==> src/rtl/sram_mem_ctrl_pkg.sv <==
// Shared constants for the MEM-stage SRAM controller and its pad wrapper:
// FSM state encoding, default memory base, SRAM and wait-counter widths.
package sram_mem_ctrl_pkg;

    localparam int unsigned SRAM_ADDR_W  = 18;
    localparam int unsigned SRAM_DATA_W  = 16;
    localparam int unsigned MEM_BASE_DEF = 1024;
    localparam int unsigned WAIT_W       = 3;

    localparam logic [1:0] ST_IDLE = 2'd0;
    localparam logic [1:0] ST_LO   = 2'd1;
    localparam logic [1:0] ST_HI   = 2'd2;
    localparam logic [1:0] ST_DONE = 2'd3;

endpackage

==> src/rtl/sram_mem_ctrl_if.sv <==
// Pipeline request/response and SRAM pin bundle for sram_mem_ctrl.
//   slave  : controller view (pipeline request in, SRAM pins out)
//   master : environment view (pipeline + SRAM device)
interface sram_mem_ctrl_if
    import sram_mem_ctrl_pkg::*;
#(
    parameter int unsigned DATA_LEN      = 32,
    parameter int unsigned ADDRESS_LEN   = 32,
    parameter int unsigned SRAM_ADDR_LEN = SRAM_ADDR_W,
    parameter int unsigned SRAM_DATA_LEN = SRAM_DATA_W
);
    logic                     MEM_R_EN;
    logic                     MEM_W_EN;
    logic [ADDRESS_LEN-1:0]   addr;
    logic [DATA_LEN-1:0]      wdata;
    logic [DATA_LEN-1:0]      rdata;
    logic                     ready;
    logic [SRAM_ADDR_LEN-1:0] sram_addr;
    logic [SRAM_DATA_LEN-1:0] sram_dq_out;
    logic                     sram_dq_oe;
    logic [SRAM_DATA_LEN-1:0] sram_dq_in;
    logic                     sram_we_n;

    modport slave (
        input  MEM_R_EN, MEM_W_EN, addr, wdata, sram_dq_in,
        output rdata, ready, sram_addr, sram_dq_out, sram_dq_oe, sram_we_n
    );

    modport master (
        output MEM_R_EN, MEM_W_EN, addr, wdata, sram_dq_in,
        input  rdata, ready, sram_addr, sram_dq_out, sram_dq_oe, sram_we_n
    );
endinterface

==> src/rtl/sram_wait_counter.sv <==
// Per-phase wait-state counter: loads WAIT_CYCLES at phase entry and counts
// down to zero; zero marks the last cycle of the phase.
//   clk, rst     : clock, async active-low reset
//   load         : start a new phase
//   en           : count down (saturates at zero)
//   last_c       : current cycle is the last of the phase
//   last_next_c  : next cycle will be the last of the phase
module sram_wait_counter
    import sram_mem_ctrl_pkg::*;
#(
    parameter int unsigned WAIT_CYCLES = 2
) (
    input  logic clk,
    input  logic rst,
    input  logic load,
    input  logic en,
    output logic last_c,
    output logic last_next_c
);
    localparam logic [WAIT_W-1:0] LOAD_VAL = WAIT_W'(WAIT_CYCLES);

    logic [WAIT_W-1:0] cnt_q;
    logic [WAIT_W-1:0] cnt_d;

    // Next count
    always_comb begin
        cnt_d = cnt_q;
        if (load) begin
            cnt_d = LOAD_VAL;
        end else if (en && (cnt_q != '0)) begin
            cnt_d = cnt_q - WAIT_W'(1);
        end
    end

    always_ff @(posedge clk or negedge rst) begin
        if (!rst) begin
            cnt_q <= '0;
        end else begin
            cnt_q <= cnt_d;
        end
    end

    assign last_c      = (cnt_q == '0);
    assign last_next_c = (cnt_d == '0);

endmodule

==> src/rtl/sram_mem_ctrl.sv <==
// MEM-stage data memory responder. Serves 32-bit loads/stores from a 16-bit
// asynchronous SRAM as two half-word phases (LO then HI), each lasting
// WAIT_CYCLES+1 cycles. ready is low while an access is in flight.
//   clk, rst : clock, async active-low reset
//   bus      : pipeline request (MEM_R_EN, MEM_W_EN, addr, wdata),
//              response (rdata, ready) and SRAM pins (sram_addr,
//              sram_dq_out, sram_dq_oe, sram_dq_in, sram_we_n)
module sram_mem_ctrl
    import sram_mem_ctrl_pkg::*;
#(
    parameter int unsigned DATA_LEN      = 32,
    parameter int unsigned ADDRESS_LEN   = 32,
    parameter int unsigned SRAM_ADDR_LEN = SRAM_ADDR_W,
    parameter int unsigned SRAM_DATA_LEN = SRAM_DATA_W,
    parameter int unsigned MEM_BASE      = MEM_BASE_DEF,
    parameter int unsigned WAIT_CYCLES   = 2
) (
    input  logic          clk,
    input  logic          rst,
    sram_mem_ctrl_if.slave bus
);
    localparam int unsigned IDX_W = SRAM_ADDR_LEN - 1;

    logic [1:0]               state_q,   state_d;
    logic                     op_wr_q,   op_wr_d;
    logic [IDX_W-1:0]         idx_q,     idx_d;
    logic [DATA_LEN-1:0]      wdata_q,   wdata_d;
    logic [SRAM_DATA_LEN-1:0] lo_q,      lo_d;
    logic [DATA_LEN-1:0]      rdata_q,   rdata_d;
    logic [SRAM_ADDR_LEN-1:0] saddr_q,   saddr_d;
    logic [SRAM_DATA_LEN-1:0] dq_out_q,  dq_out_d;
    logic                     dq_oe_q,   dq_oe_d;
    logic                     we_n_q,    we_n_d;

    logic                     req;
    logic [ADDRESS_LEN-1:0]   offset;
    logic                     cnt_load;
    logic                     cnt_en;
    logic                     cnt_last_c;
    logic                     cnt_last_next_c;
    logic                     phase_d;

    assign req    = bus.MEM_R_EN | bus.MEM_W_EN;
    assign offset = bus.addr - ADDRESS_LEN'(MEM_BASE);

    sram_wait_counter #(
        .WAIT_CYCLES (WAIT_CYCLES)
    ) u_wait (
        .clk         (clk),
        .rst         (rst),
        .load        (cnt_load),
        .en          (cnt_en),
        .last_c      (cnt_last_c),
        .last_next_c (cnt_last_next_c)
    );

    // Next state, request latch and registered-output next values
    always_comb begin
        state_d  = state_q;
        op_wr_d  = op_wr_q;
        idx_d    = idx_q;
        wdata_d  = wdata_q;
        lo_d     = lo_q;
        rdata_d  = rdata_q;
        cnt_load = 1'b0;
        cnt_en   = 1'b0;

        case (state_q)
            ST_IDLE: begin
                if (req) begin
                    state_d  = ST_LO;
                    op_wr_d  = bus.MEM_W_EN;           // write wins when both set
                    idx_d    = IDX_W'(offset >> 2);    // wraps modulo SRAM size
                    wdata_d  = bus.wdata;
                    cnt_load = 1'b1;
                end
            end
            ST_LO: begin
                if (cnt_last_c) begin
                    state_d  = ST_HI;
                    cnt_load = 1'b1;
                    if (!op_wr_q) begin
                        lo_d = bus.sram_dq_in;
                    end
                end else begin
                    cnt_en = 1'b1;
                end
            end
            ST_HI: begin
                if (cnt_last_c) begin
                    state_d = ST_DONE;
                    // Commit the full word at once so rdata only moves on completion
                    if (!op_wr_q) begin
                        rdata_d = {bus.sram_dq_in, lo_q};
                    end
                end else begin
                    cnt_en = 1'b1;
                end
            end
            ST_DONE: begin
                state_d = ST_IDLE;
            end
            default: begin
                state_d = ST_IDLE;
            end
        endcase

        // SRAM pins are registered, so they are derived from next-cycle state
        phase_d  = (state_d == ST_LO) || (state_d == ST_HI);
        saddr_d  = saddr_q;
        dq_out_d = dq_out_q;
        dq_oe_d  = 1'b0;
        we_n_d   = 1'b1;
        if (phase_d) begin
            saddr_d = {idx_d, (state_d == ST_HI)};
            dq_oe_d = op_wr_d;
            // Strobe released on the last cycle of the phase to hold data
            we_n_d  = !(op_wr_d && !cnt_last_next_c);
            if (op_wr_d) begin
                dq_out_d = (state_d == ST_HI) ? wdata_d[DATA_LEN-1:SRAM_DATA_LEN]
                                              : wdata_d[SRAM_DATA_LEN-1:0];
            end
        end
    end

    always_ff @(posedge clk or negedge rst) begin
        if (!rst) begin
            state_q  <= ST_IDLE;
            op_wr_q  <= 1'b0;
            idx_q    <= '0;
            wdata_q  <= '0;
            lo_q     <= '0;
            rdata_q  <= '0;
            saddr_q  <= '0;
            dq_out_q <= '0;
            dq_oe_q  <= 1'b0;
            we_n_q   <= 1'b1;
        end else begin
            state_q  <= state_d;
            op_wr_q  <= op_wr_d;
            idx_q    <= idx_d;
            wdata_q  <= wdata_d;
            lo_q     <= lo_d;
            rdata_q  <= rdata_d;
            saddr_q  <= saddr_d;
            dq_out_q <= dq_out_d;
            dq_oe_q  <= dq_oe_d;
            we_n_q   <= we_n_d;
        end
    end

    // Freeze the pipeline from request acceptance until DONE
    assign bus.ready       = (state_q == ST_IDLE) ? !req : (state_q == ST_DONE);
    assign bus.rdata       = rdata_q;
    assign bus.sram_addr   = saddr_q;
    assign bus.sram_dq_out = dq_out_q;
    assign bus.sram_dq_oe  = dq_oe_q;
    assign bus.sram_we_n   = we_n_q;

endmodule

==> src/flat_wrapper.sv <==
// flat-port wrapper written by rule: the top's interface ports become plain ports
module sram_mem_ctrl_flat import sram_mem_ctrl_pkg::*;
#(
    parameter int unsigned DATA_LEN      = 32,
    parameter int unsigned ADDRESS_LEN   = 32,
    parameter int unsigned SRAM_ADDR_LEN = SRAM_ADDR_W,
    parameter int unsigned SRAM_DATA_LEN = SRAM_DATA_W,
    parameter int unsigned MEM_BASE      = MEM_BASE_DEF,
    parameter int unsigned WAIT_CYCLES   = 2
)
  (clk, rst, bus_MEM_R_EN, bus_MEM_W_EN, bus_addr, bus_wdata, bus_sram_dq_in, bus_rdata, bus_ready, bus_sram_addr, bus_sram_dq_out, bus_sram_dq_oe, bus_sram_we_n);
  sram_mem_ctrl_if #(.DATA_LEN(DATA_LEN), .ADDRESS_LEN(ADDRESS_LEN), .SRAM_ADDR_LEN(SRAM_ADDR_LEN), .SRAM_DATA_LEN(SRAM_DATA_LEN)) bus_i ();
  input  logic clk;
  input  logic rst;
  input wire logic [$bits(bus_i.MEM_R_EN)-1:0] bus_MEM_R_EN;
  input wire logic [$bits(bus_i.MEM_W_EN)-1:0] bus_MEM_W_EN;
  input wire logic [$bits(bus_i.addr)-1:0] bus_addr;
  input wire logic [$bits(bus_i.wdata)-1:0] bus_wdata;
  input wire logic [$bits(bus_i.sram_dq_in)-1:0] bus_sram_dq_in;
  output wire logic [$bits(bus_i.rdata)-1:0] bus_rdata;
  output wire logic [$bits(bus_i.ready)-1:0] bus_ready;
  output wire logic [$bits(bus_i.sram_addr)-1:0] bus_sram_addr;
  output wire logic [$bits(bus_i.sram_dq_out)-1:0] bus_sram_dq_out;
  output wire logic [$bits(bus_i.sram_dq_oe)-1:0] bus_sram_dq_oe;
  output wire logic [$bits(bus_i.sram_we_n)-1:0] bus_sram_we_n;
  assign bus_i.MEM_R_EN = bus_MEM_R_EN;
  assign bus_i.MEM_W_EN = bus_MEM_W_EN;
  assign bus_i.addr = bus_addr;
  assign bus_i.wdata = bus_wdata;
  assign bus_i.sram_dq_in = bus_sram_dq_in;
  assign bus_rdata = bus_i.rdata;
  assign bus_ready = bus_i.ready;
  assign bus_sram_addr = bus_i.sram_addr;
  assign bus_sram_dq_out = bus_i.sram_dq_out;
  assign bus_sram_dq_oe = bus_i.sram_dq_oe;
  assign bus_sram_we_n = bus_i.sram_we_n;
  sram_mem_ctrl #(.DATA_LEN(DATA_LEN), .ADDRESS_LEN(ADDRESS_LEN), .SRAM_ADDR_LEN(SRAM_ADDR_LEN), .SRAM_DATA_LEN(SRAM_DATA_LEN), .MEM_BASE(MEM_BASE), .WAIT_CYCLES(WAIT_CYCLES)) u_core (.clk(clk), .rst(rst), .bus(bus_i));
endmodule
==> config.mk <==
export PLATFORM = sky130hd
export DESIGN_NAME = sram_mem_ctrl_flat
export DESIGN_NICKNAME = d
export VERILOG_FILES = /design/src/rtl/sram_mem_ctrl_pkg.sv /design/src/rtl/sram_mem_ctrl_if.sv /design/src/rtl/sram_wait_counter.sv /design/src/rtl/sram_mem_ctrl.sv /design/src/flat_wrapper.sv
export SDC_FILE = /design/constraint.sdc
export NUM_CORES = 1
export LEC_CHECK = 0
export ABC_AREA = 1
export CAP_MARGIN = 25
export CELL_PAD_IN_SITES_DETAIL_PLACEMENT = 1
export CELL_PAD_IN_SITES_GLOBAL_PLACEMENT = 1
export CORE_UTILIZATION = 50
export CTS_CLUSTER_SIZE = 14
export DETAILED_ROUTE_END_ITERATION = 7
export DONT_BUFFER_PORTS = 1
export PLACE_DENSITY_LB_ADDON = 0.1
export SLEW_MARGIN = 20
export SYNTH_ARGS = -nofsm -noshare
export SYNTH_HDL_FRONTEND = slang
export SYNTH_SLANG_ARGS = --single-unit
==> constraint.sdc <==
create_clock -name clk -period 5.1 [get_ports clk]
set_input_delay 0.765 -clock clk [delete_from_list [all_inputs] [get_ports clk]]
set_output_delay 0.765 -clock clk [all_outputs]
set_load 0.1 [all_outputs]
==> metrics.cfg <==
[critical_path]
start_kind=flip-flop
crit_chain=inv_1 > ha_1 > inv_1 > nor2_1 > o21ai_0 > nand2_1 > ha_1 > clkinv_1 > nand3_1 > nand3_1 > nand2_1
cp.required_ns=5.44
critPathSlowestCell=clkinv_1
worstPathMaxFanout=17
arrival_ns=3.43
path_buf_inv=3
critPathTopFamily=buffers and inverters
end_kind=flip-flop
path_class=reg2reg
critical_path.max_stage_delay_ns=0.72

[placement]
port_buffers=0
placed_area_um2=5900
hpwl_mm=8.51
dp_slack_ns=1.91
place_congestion=0.791

[clock_network]
cts_buffers=17
post_cts_resized=0
cts_root_buf=clkbuf_16
clkLatencyLatePin_ns=0.41
cts.sinks=139
cts_tree=done
path_clk_slew_ns=0.05
cts_max_level=4
clockBufferDepth=2
post-cts-setup-buffers=0
cts_hold_buf=0

[timing]
finalHoldViolations=0
postLayoutSetupSlackWorst_ns=2.01
worst_slew_margin_rel=0.359
setup_violations=0
tightest_slew_ns=0.962
skew_ns=0.00694
post-route-min-period_ns=3.09
setup_tns_ns=0
rsz0062_at_grt=false
maxSlewViolCount=0
timing.fmax_ghz=0.324
period_share=0.606

[synthesis]
syn_inst=641
synth.avg_cell_area_um2=9.08
synth_compound_area_frac=0.0526
synth_xor_area_frac=0.00150
yosysWarnings=0
syn_nets=735
synth-simple-area-share=0.237
syn_area_um2=5820
synth_mux_area_frac=0.0309
synth_seq_area_share=0.598
yosys.area_share.adder=0.0215
synth_cell_types=27
synth-seq-cells=139
synth_top_family_by_area=simple AND/OR/NAND/NOR gates

[finish]
fillers=1347
layout_commonest_cell=nand2_1
final_layout_size_suffix_gt1_frac=0.0922
finalInstanceArea_um2=6420
final_util=0.564
final_nets=733
area_growth_pct=10.2
final_cell_mix=nand2_1, dfrtp_1, nand3_1
antenna_cells=0

[global_routing]
grt_use_met2=0.394
globalRouteOverflowTotal=0
antenna_found_initial=0
grt_pass1_wl_mm=21.3
grt_util_met3=0.0836
grt_max_degree=140
grt-busiest-layer=met2
grt_util_met1=0.279
grt_pass1_vias=4414
grt_usage=0.235

[floorplanning]
io_pins=153
dieArea_um2=12100
fp.dieH_um=110
rows=39
die_width_um=110
start_util=0.512
core_area_um2=11400

[drt]
drc=0
num_vias=4237
routed_wl_mm=13.1
drt-initial-drc-count=264
first_pass_iters=4
postRouteAntennaNets=0
routedWlPerCell_um=16.5
via_per_inst=5.34

[job]
cap_violations=0

[min_path]
hold_path_class=in2async

[run_status]
status=completed

## synthesized netlist by cell type (all sizes together)
library cell,n,area (um2)
a21oi,2,10.0
nor2,25,96.4
clkinv,2,7.51
xnor2,1,8.76
nand3,65,325
o211ai,1,7.51
dfstp,1,26.3
o21ai,47,239
a31oi,8,50.1
dfrtp,138,3450
ha,10,125
nand2,245,930
or2,5,31.3
inv,49,186
mux2,16,180
buf,18,116
clkbuf,8,30.0
## cell families after synthesis
group           Yosys count
compound gates           58
xor+xnor                  1
fa+ha+maj                10
buf+inv                  77
flops                   139
mux                      16
simple gates            340
## through the flow
stage	instances	hold slack [ns]
floorplan	641	0.444
global placement	763	0.458
detailed placement	763	0.464
CTS	794	0.0242
global route	794	0.0235
finish	794	0.0455
## metal layers
layer / share of wire / wire length [um]
met5: 0 / 0
met4: 0.012 / 152
met3: 0.064 / 845
met2: 0.50 / 6520
met1: 0.43 / 5590
## area by class of cell
| class | instances | area [um2] | area share |
|---|---|---|---|
| multi-input cells | 425 | 2010 | 0.314 |
| clock buffers | 23 | 468 | 0.0729 |
| inverters | 51 | 194 | 0.0302 |
| flip-flops and latches | 139 | 3480 | 0.542 |
| clock inverters | 8 | 46.3 | 0.00721 |
| repair buffers | 5 | 37.5 | 0.00585 |
| well taps | 143 | 179 | 0.0279 |
## flip-flops by register name (all words and copies together), names as in the netlist, 2 cells and up
name and count:
u_core.bus.rdata 32, u_core.bus.sram_addr 18, u_core.bus.sram_dq_out 16, u_core.idx_q 17, u_core.lo_q 16, u_core.state_q 2, u_core.u_wait.cnt_q 3, u_core.wdata_q 32
## path summary, 6_finish.rpt
path / from / endpoint / slack (ns) / cells after the start
worst max-delay path: u_core.state_q[1]$_DFF_PN0_ / u_core.bus.sram_dq_out[11]$_DFFE_PN0P_ / 2.01 / 11
worst min-delay path: rst / u_core.idx_q[4]$_DFF_PN0_ / 0.05 / 0
worst max register to register: u_core.state_q[1]$_DFF_PN0_ / u_core.bus.sram_dq_out[11]$_DFFE_PN0P_ / 2.01 / 11
worst min register to register: u_core.wdata_q[15]$_DFF_PN0_ / u_core.wdata_q[15]$_DFF_PN0_ / 0.48 / 2
max in group asynchronous: rst / u_core.bus.sram_we_n$_DFF_PN1_ / 4.78 / 0
min in group clk: u_core.wdata_q[15]$_DFF_PN0_ / u_core.wdata_q[15]$_DFF_PN0_ / 0.48 / 2
Power is not shown: default switching activity piles up to over one toggle a cycle in this logic, so the estimate is an artifact.
